===== src/rtl/button_conditioner_if.sv =====
// button_conditioner_if
// Bundles the per-channel button signals of button_conditioner.
//   I      : raw asynchronous button inputs, active-high (master drives)
//   mode   : strobe event select, 00 press, 01 release, 10 press|release,
//            11 press|repeat (master drives)
//   level  : debounced registered level (slave drives)
//   press  : one-cycle pulse on filtered 0->1 (slave drives)
//   rel    : one-cycle pulse on filtered 1->0, the release event
//            ("release" itself is a reserved word) (slave drives)
//   rep    : one-cycle auto-repeat pulse (slave drives)
//   Y      : one-cycle event strobe chosen by mode (slave drives)
interface button_conditioner_if #(
  parameter int CHANNELS = 5
);
  logic [CHANNELS-1:0] I;
  logic [1:0]          mode;
  logic [CHANNELS-1:0] level;
  logic [CHANNELS-1:0] press;
  logic [CHANNELS-1:0] rel;
  logic [CHANNELS-1:0] rep;
  logic [CHANNELS-1:0] Y;

  modport master (
    output I, mode,
    input  level, press, rel, rep, Y
  );

  modport slave (
    input  I, mode,
    output level, press, rel, rep, Y
  );
endinterface


===== src/rtl/button_conditioner.sv =====
// button_conditioner
// Multi-channel pushbutton front end. Each channel synchronises its raw
// input, debounces it with a consecutive-sample counter, produces one-cycle
// press/release pulses and optional typematic auto-repeat pulses, and
// drives a strobe Y whose source events are selected by the shared mode.
// Ports:
//   clk : system clock, all state changes on the rising edge
//   rst : synchronous active-high reset
//   bus : button_conditioner_if slave modport (I, mode in; level, press,
//         rel, rep, Y out). All outputs are registered.
module button_conditioner #(
  parameter int CHANNELS        = 5,
  parameter int SYNC_STAGES     = 2,
  parameter int DEBOUNCE_CYCLES = 4,
  parameter int REPEAT_DELAY    = 0,
  parameter int REPEAT_PERIOD   = 8
) (
  input logic clk,
  input logic rst,
  button_conditioner_if.slave bus
);

  localparam int DCW = (DEBOUNCE_CYCLES > 1) ? $clog2(DEBOUNCE_CYCLES) : 1;
  localparam logic [DCW-1:0] DLAST = DCW'(DEBOUNCE_CYCLES - 1);
  localparam int RMAX = (REPEAT_DELAY > REPEAT_PERIOD) ? REPEAT_DELAY : REPEAT_PERIOD;
  localparam int RCW = (RMAX > 1) ? $clog2(RMAX) : 1;

  // Elaboration-time guard against parameter values the logic cannot honour.
  if (CHANNELS < 1 || SYNC_STAGES < 2 || DEBOUNCE_CYCLES < 1 ||
      REPEAT_DELAY < 0 || REPEAT_PERIOD < 1) begin : g_param_check
    $error("button_conditioner: illegal parameter value");
  end

  for (genvar i = 0; i < CHANNELS; i++) begin : g_ch
    logic [SYNC_STAGES-1:0] syncQ;
    logic [DCW-1:0]         dcnt;
    logic                   s;
    logic                   levelQ;
    logic                   pressQ;
    logic                   relQ;
    logic                   repQ;
    logic                   yQ;
    logic                   rise;
    logic                   fall;
    logic                   repNext;

    assign s = syncQ[SYNC_STAGES-1];

    // A filtered transition happens on the edge where the mismatch run
    // reaches its final sample; these same terms feed the pulse registers.
    assign rise = !levelQ &&  s && (dcnt == DLAST);
    assign fall =  levelQ && !s && (dcnt == DLAST);

    // Synchroniser, debounce filter and all registered channel outputs.
    // Any matching sample clears the counter, so only an unbroken run of
    // DEBOUNCE_CYCLES mismatching samples moves the filtered level.
    always_ff @(posedge clk) begin
      if (rst) begin
        syncQ  <= '0;
        dcnt   <= '0;
        levelQ <= 1'b0;
        pressQ <= 1'b0;
        relQ   <= 1'b0;
        repQ   <= 1'b0;
        yQ     <= 1'b0;
      end else begin
        syncQ  <= {syncQ[SYNC_STAGES-2:0], bus.I[i]};
        pressQ <= rise;
        relQ   <= fall;
        repQ   <= repNext;
        if (s == levelQ) begin
          dcnt <= '0;
        end else if (dcnt == DLAST) begin
          levelQ <= s;
          dcnt   <= '0;
        end else begin
          dcnt <= dcnt + 1'b1;
        end
        case (bus.mode)
          2'b00:   yQ <= rise;
          2'b01:   yQ <= fall;
          2'b10:   yQ <= rise | fall;
          default: yQ <= rise | repNext;
        endcase
      end
    end

    if (REPEAT_DELAY > 0) begin : g_rep
      localparam logic [RCW-1:0] DLY_LAST = RCW'(REPEAT_DELAY - 1);
      localparam logic [RCW-1:0] PER_LAST = RCW'(REPEAT_PERIOD - 1);
      logic [RCW-1:0] rcnt;
      logic           repeating;

      // rcnt holds (edges since press or since last repeat) minus one, so
      // it is compared against the initial delay until the first repeat and
      // against the period afterwards. The release edge itself never fires.
      assign repNext = levelQ && !fall &&
                       (rcnt == (repeating ? PER_LAST : DLY_LAST));

      // Repeat timer: held clear while the filtered level is low (which
      // covers the press edge) and cleared on the release edge; reloads
      // after every repeat and saturates rather than wrapping.
      always_ff @(posedge clk) begin
        if (rst) begin
          rcnt      <= '0;
          repeating <= 1'b0;
        end else if (!levelQ || fall) begin
          rcnt      <= '0;
          repeating <= 1'b0;
        end else if (repNext) begin
          rcnt      <= '0;
          repeating <= 1'b1;
        end else if (rcnt != '1) begin
          rcnt <= rcnt + 1'b1;
        end
      end
    end else begin : g_norep
      assign repNext = 1'b0;
    end

    assign bus.level[i] = levelQ;
    assign bus.press[i] = pressQ;
    assign bus.rel[i]   = relQ;
    assign bus.rep[i]   = repQ;
    assign bus.Y[i]     = yQ;
  end

endmodule

===== src/flat_wrapper.sv =====
// flat-port wrapper written by rule: the top's interface ports become plain ports
module button_conditioner_flat 
#(
  parameter int CHANNELS        = 5,
  parameter int SYNC_STAGES     = 2,
  parameter int DEBOUNCE_CYCLES = 4,
  parameter int REPEAT_DELAY    = 0,
  parameter int REPEAT_PERIOD   = 8
)
  (clk, rst, bus_I, bus_mode, bus_level, bus_press, bus_rel, bus_rep, bus_Y);
  button_conditioner_if #(.CHANNELS(CHANNELS)) bus_i ();
  input logic clk;
  input logic rst;
  input wire logic [$bits(bus_i.I)-1:0] bus_I;
  input wire logic [$bits(bus_i.mode)-1:0] bus_mode;
  output wire logic [$bits(bus_i.level)-1:0] bus_level;
  output wire logic [$bits(bus_i.press)-1:0] bus_press;
  output wire logic [$bits(bus_i.rel)-1:0] bus_rel;
  output wire logic [$bits(bus_i.rep)-1:0] bus_rep;
  output wire logic [$bits(bus_i.Y)-1:0] bus_Y;
  assign bus_i.I = bus_I;
  assign bus_i.mode = bus_mode;
  assign bus_level = bus_i.level;
  assign bus_press = bus_i.press;
  assign bus_rel = bus_i.rel;
  assign bus_rep = bus_i.rep;
  assign bus_Y = bus_i.Y;
  button_conditioner #(.CHANNELS(CHANNELS), .SYNC_STAGES(SYNC_STAGES), .DEBOUNCE_CYCLES(DEBOUNCE_CYCLES), .REPEAT_DELAY(REPEAT_DELAY), .REPEAT_PERIOD(REPEAT_PERIOD)) u_core (.clk(clk), .rst(rst), .bus(bus_i));
endmodule

===== config.mk =====
export PLATFORM = sky130hd
export DESIGN_NAME = button_conditioner_flat
export DESIGN_NICKNAME = d
export VERILOG_FILES = /design/src/rtl/button_conditioner_if.sv /design/src/rtl/button_conditioner.sv /design/src/flat_wrapper.sv
export SDC_FILE = /design/constraint.sdc
export NUM_CORES = 1
export LEC_CHECK = 0
export CELL_PAD_IN_SITES_DETAIL_PLACEMENT = 1
export CELL_PAD_IN_SITES_GLOBAL_PLACEMENT = 1
export CORE_ASPECT_RATIO = 0.8
export CORE_MARGIN = 2
export CORE_UTILIZATION = 35
export DETAILED_ROUTE_END_ITERATION = 6
export PLACE_DENSITY = 0.8
export SYNTH_ARGS = -nofsm -noshare
export SYNTH_HDL_FRONTEND = slang
export SYNTH_SLANG_ARGS = --single-unit

===== constraint.sdc =====
create_clock -name clk -period 3.1 [get_ports clk]
set_input_delay 0.775 -clock clk [delete_from_list [all_inputs] [get_ports clk]]
set_output_delay 0.775 -clock clk [all_outputs]
set_load 0.005 [all_outputs]

==> results list <==
- The run finished with clean final reports.
- CTS tree: built
- After clock tree synthesis, the clock-pin slew on the worst setup and hold paths is 80 ps.
* Dominant combinational cell family by area after synthesis: simple AND/OR/NAND/NOR gates
- The routed design has roughly 2900 um of wire.
* Proportion of synthesized chip area in sequential cells: between 40 and 50%
* Arrival time worst endpoint: ~1200 ps
- Entering global routing, the biggest net connects 35 pins.
- Crit path launch type: flip-flop
- Once placement completed, the tool counted placed cells totaling around 230.
- After clock tree synthesis, the flow added hold-fix buffers numbering 0.
* Global-route wire length before repair: around 4800 um
- Measured on the finished design, the core utilization comes to between 40% and 50%.
- Initial antenna violation count: 0
* Via count of the routed design: slightly above 1,000
* Root buffer cell: sky130_fd_sc_hd__clkbuf_8
* Post-synthesis cell count: 160
- The cell family contributing the most delay on the critical path is buffers and inverters.
- Antenna Diode Count: 0
- WL per Instance: between 10 and 15 um
* Post-synthesis compound-gate area fraction: under 10%
- Routability-driven placement congestion ratio: about 0.68
- Global routing consumed, on the met2 layer, 20.6% of the routing resources.
- Number of synthesized flops with an enable pin: 0
- By count the netlist is led by sky130_fd_sc_hd__dfxtp_1, sky130_fd_sc_hd__buf_4, sky130_fd_sc_hd__ha_1, sky130_fd_sc_hd__nor2b_1, sky130_fd_sc_hd__inv_1.
- The count of pins over their slew limit is 0.
* Layout overhead on the synthesized area: 17.6%
- Number of design rule violations left after detail routing: 0
- Worst path cell trace: clkdlybuf4s50_1
- Worst hold slack: approximately 430 ps
- Critical-path maximum fanout: 4
- The first routing iteration left 36 violations.
- The synthesized netlist devotes 0% of its cell area to XOR and XNOR gates.
- Comb pwr share: under 10%
* Net count, final: 198
- Buffers inserted during clock tree synthesis total 5.
- Post-detailed-placement half-perimeter wirelength: about 2200 um
- Once the floorplan was initialized, standard cells occupied a little over a third of the core.
* Final hold viol count: 0
- The number of gates resized after CTS was 0.
- The synthesized netlist contains 21 unique library cells.
- The internal power of the cells totals ~0.00081 W.
- Based on the critical path, the design can be clocked at up to between 500 and 600 MHz.
* Cell type with the largest total area after synthesis: sky130_fd_sc_hd__dfxtp_1
- The clock arrives with about 6.9 ps of skew.
- CTS sink count: 40
- Buffers added to address setup during post-CTS repair amount to 0.
* Power Density: roughly 520 nW/um^2
- H-tree level count: 2
- The critical path is of the flip-flop to output pin type.
- Setup violations remaining at the end of the flow were counted as 0.
- Among all cell types in the netlist, the one instantiated most often is sky130_fd_sc_hd__dfxtp_1.
- The min-delay analysis places its worst path in the category flip-flop to flip-flop.
- Fraction of layout cells with a size suffix above 1: 5.20%
- Number of buffers and inverters on the critical path: 1
* Setup TNS Final: 0 ps
* Die Ht: 65.9 um
* Cell types occupying the most area after synthesis: sky130_fd_sc_hd__dfxtp_1, sky130_fd_sc_hd__ha_1, sky130_fd_sc_hd__buf_4, sky130_fd_sc_hd__nor2b_1, sky130_fd_sc_hd__and3b_1
- Of the total power, the share spent switching nets is roughly a fifth.
* Net switching component of the power: approximately 0.00021 W
- Max incr delay on CP: roughly 520 ps
- For this design, the slowest cell found on the critical path is sky130_fd_sc_hd__clkdlybuf4s50_1.
- The number of global-route vias before repair came to just over 1,000.
* Busiest layer in global routing: met2
* Number of warnings printed during yosys synthesis: 0
- In the synthesized netlist, mux cells make up between 2 and 3% of the area.
* Placeable core area: 4600 um^2
- Max Buffers Root-to-Sink: 2
- Post-DR vias/cell: about 4.3
- Global routing consumed, on the met3 layer, between 5 and 6% of the routing resources.
- Excluding fillers, the count of instances in the completed layout stands at 233.
- During I/O placement, the number of pins put on the boundary was 34.
- Filler cell count in the final layout: 512
* Critical path capture point type: output pin
- Worst ir drop on vdd: between 0.2 and 0.25 mV
- Leakage power of the design: roughly 0.83 nW
- Final Cycle Share: between 60 and 70%
- Total grt overflow: 0
* Clock latency of the later-clocked register in the worst-skew pair: around 300 ps
- Summed over its instances, the top area cell type makes up 47.8% of the synthesized netlist area.
- Required time of the critical path: approximately 2300 ps
- Fraction of the mapped netlist area in simple logic gates: around a fifth
- Synthesis inferred 40 register bits.
- Buffers placed on the I/O ports in this run total 28.
* Minimum clock period after layout: about 2000 ps
- The detail route stage leaves a number of antenna-violating nets equal to 0.
- Clk network pwr share: 44.2%
- After synthesis the cells add up to roughly 1700 um^2.
* Sequential Power Share: between 50% and 60%
* Met1 layer usage reported by global route: 13.3%
* RSZ-0062 raised after global routing: no
- Synthesized-area fraction occupied by adder cells: about an eighth
- A synthesized cell averages around 10 um^2.
- Die Wd: 81.4 um
- Tot GR Track Use: about an eighth
- Counting flops with an async set or reset pin after synthesis yields a share of 0%.
- Most common flop cell mapped by yosys: sky130_fd_sc_hd__dfxtp_1
- Row generation in the floorplan step produced 22 rows.
* Die Outline Area: approximately 5400 um^2
- Pre-Repair DR Iteration Count: 2
- Max-cap violation count: 0
## sequential cells by signal (all words and copies together) (netlist names)
name / count
u_core.g_ch.dcnt: 10
u_core.g_ch.syncQ: 10
u_core.g_ch.levelQ: 5
u_core.g_ch.relQ: 5
u_core.g_ch.yQ: 5
u_core.g_ch.pressQ: 5
## power by group through the flow
stage	Sequential [W]	Combinational, W	Clock, W
global placement	0.000537	0.0000384	0
CTS	0.000525	0.0000429	0.000461
floorplan	0.000536	0.0000291	0
global route	0.000526	0.0000477	0.000481
detailed placement	0.000538	0.0000424	0
finish	0.000525	0.0000419	0.000449
## kinds of logic after synthesis
| family | after synthesis |
|---|---|
| multiplexers | 5 |
| other | 1 |
| AO/OA/AOI/OAI | 7 |
| buffers and inverters | 41 |
| adder cells (fa/ha/maj) | 17 |
| flip-flops | 40 |
| AND/OR/NAND/NOR | 49 |
## layout by cell type, fill, tap and decap left out, drive strengths merged
cell            n
dfxtp          40
clkdlybuf4s50  28
ha             17
nor2b          15
inv            13
and3b           8
clkbuf          6
nand2           5
mux2i           5
nor2            5
nor4b           5
nor4            5
conb            5
o21ai           5
nand2b          4
and2b           1
o21bai          1
o211ai          1
and2            1
clkinv          1
bufinv          1
buf             1
## through the flow
stage	worst slack (ps)	power, W	instance area, um^2
after floorplan	1530	0.000565	1690
after global placement	963	0.000575	1850
after detailed placement	864	0.000580	1850
after CTS	1100	0.00103	1970
after global routing	1040	0.00105	1970
final	1120	0.00102	1970
## metal layers
metal	vias to the layer above	share of wire (%)
met5	-	0
met4	0	2.3
met3	7	6.2
met2	24	48
met1	465	44
li1	512	-
## worst paths after layout
path                                from                     end  slack [ps]  depth (start not counted)
setup / recovery   u_core.g_ch[4].levelQ            bus_level[4]        1120                          1
hold / removal    u_core.g_ch[0].dcnt[0]  u_core.g_ch[0].dcnt[0]         430                          1
setup reg to reg   u_core.g_ch[2].levelQ   u_core.g_ch[2].levelQ        1780                          5
hold reg to reg   u_core.g_ch[0].dcnt[0]  u_core.g_ch[0].dcnt[0]         430                          1
## cell type report
| cell class | instances | area [um^2] | share of cell area, % |
|---|---|---|---|
| flip-flops and latches | 40 | 801 | 40.6 |
| multi-input cells | 83 | 637 | 32.3 |
| repair buffers | 29 | 288 | 14.6 |
| clock buffers | 6 | 82.6 | 4.19 |
| well taps | 60 | 75.1 | 3.81 |
| inverters | 13 | 48.8 | 2.48 |
| clock inverters | 2 | 38.8 | 1.97 |
No activity file was read; power rests on OpenSTA's default activity.
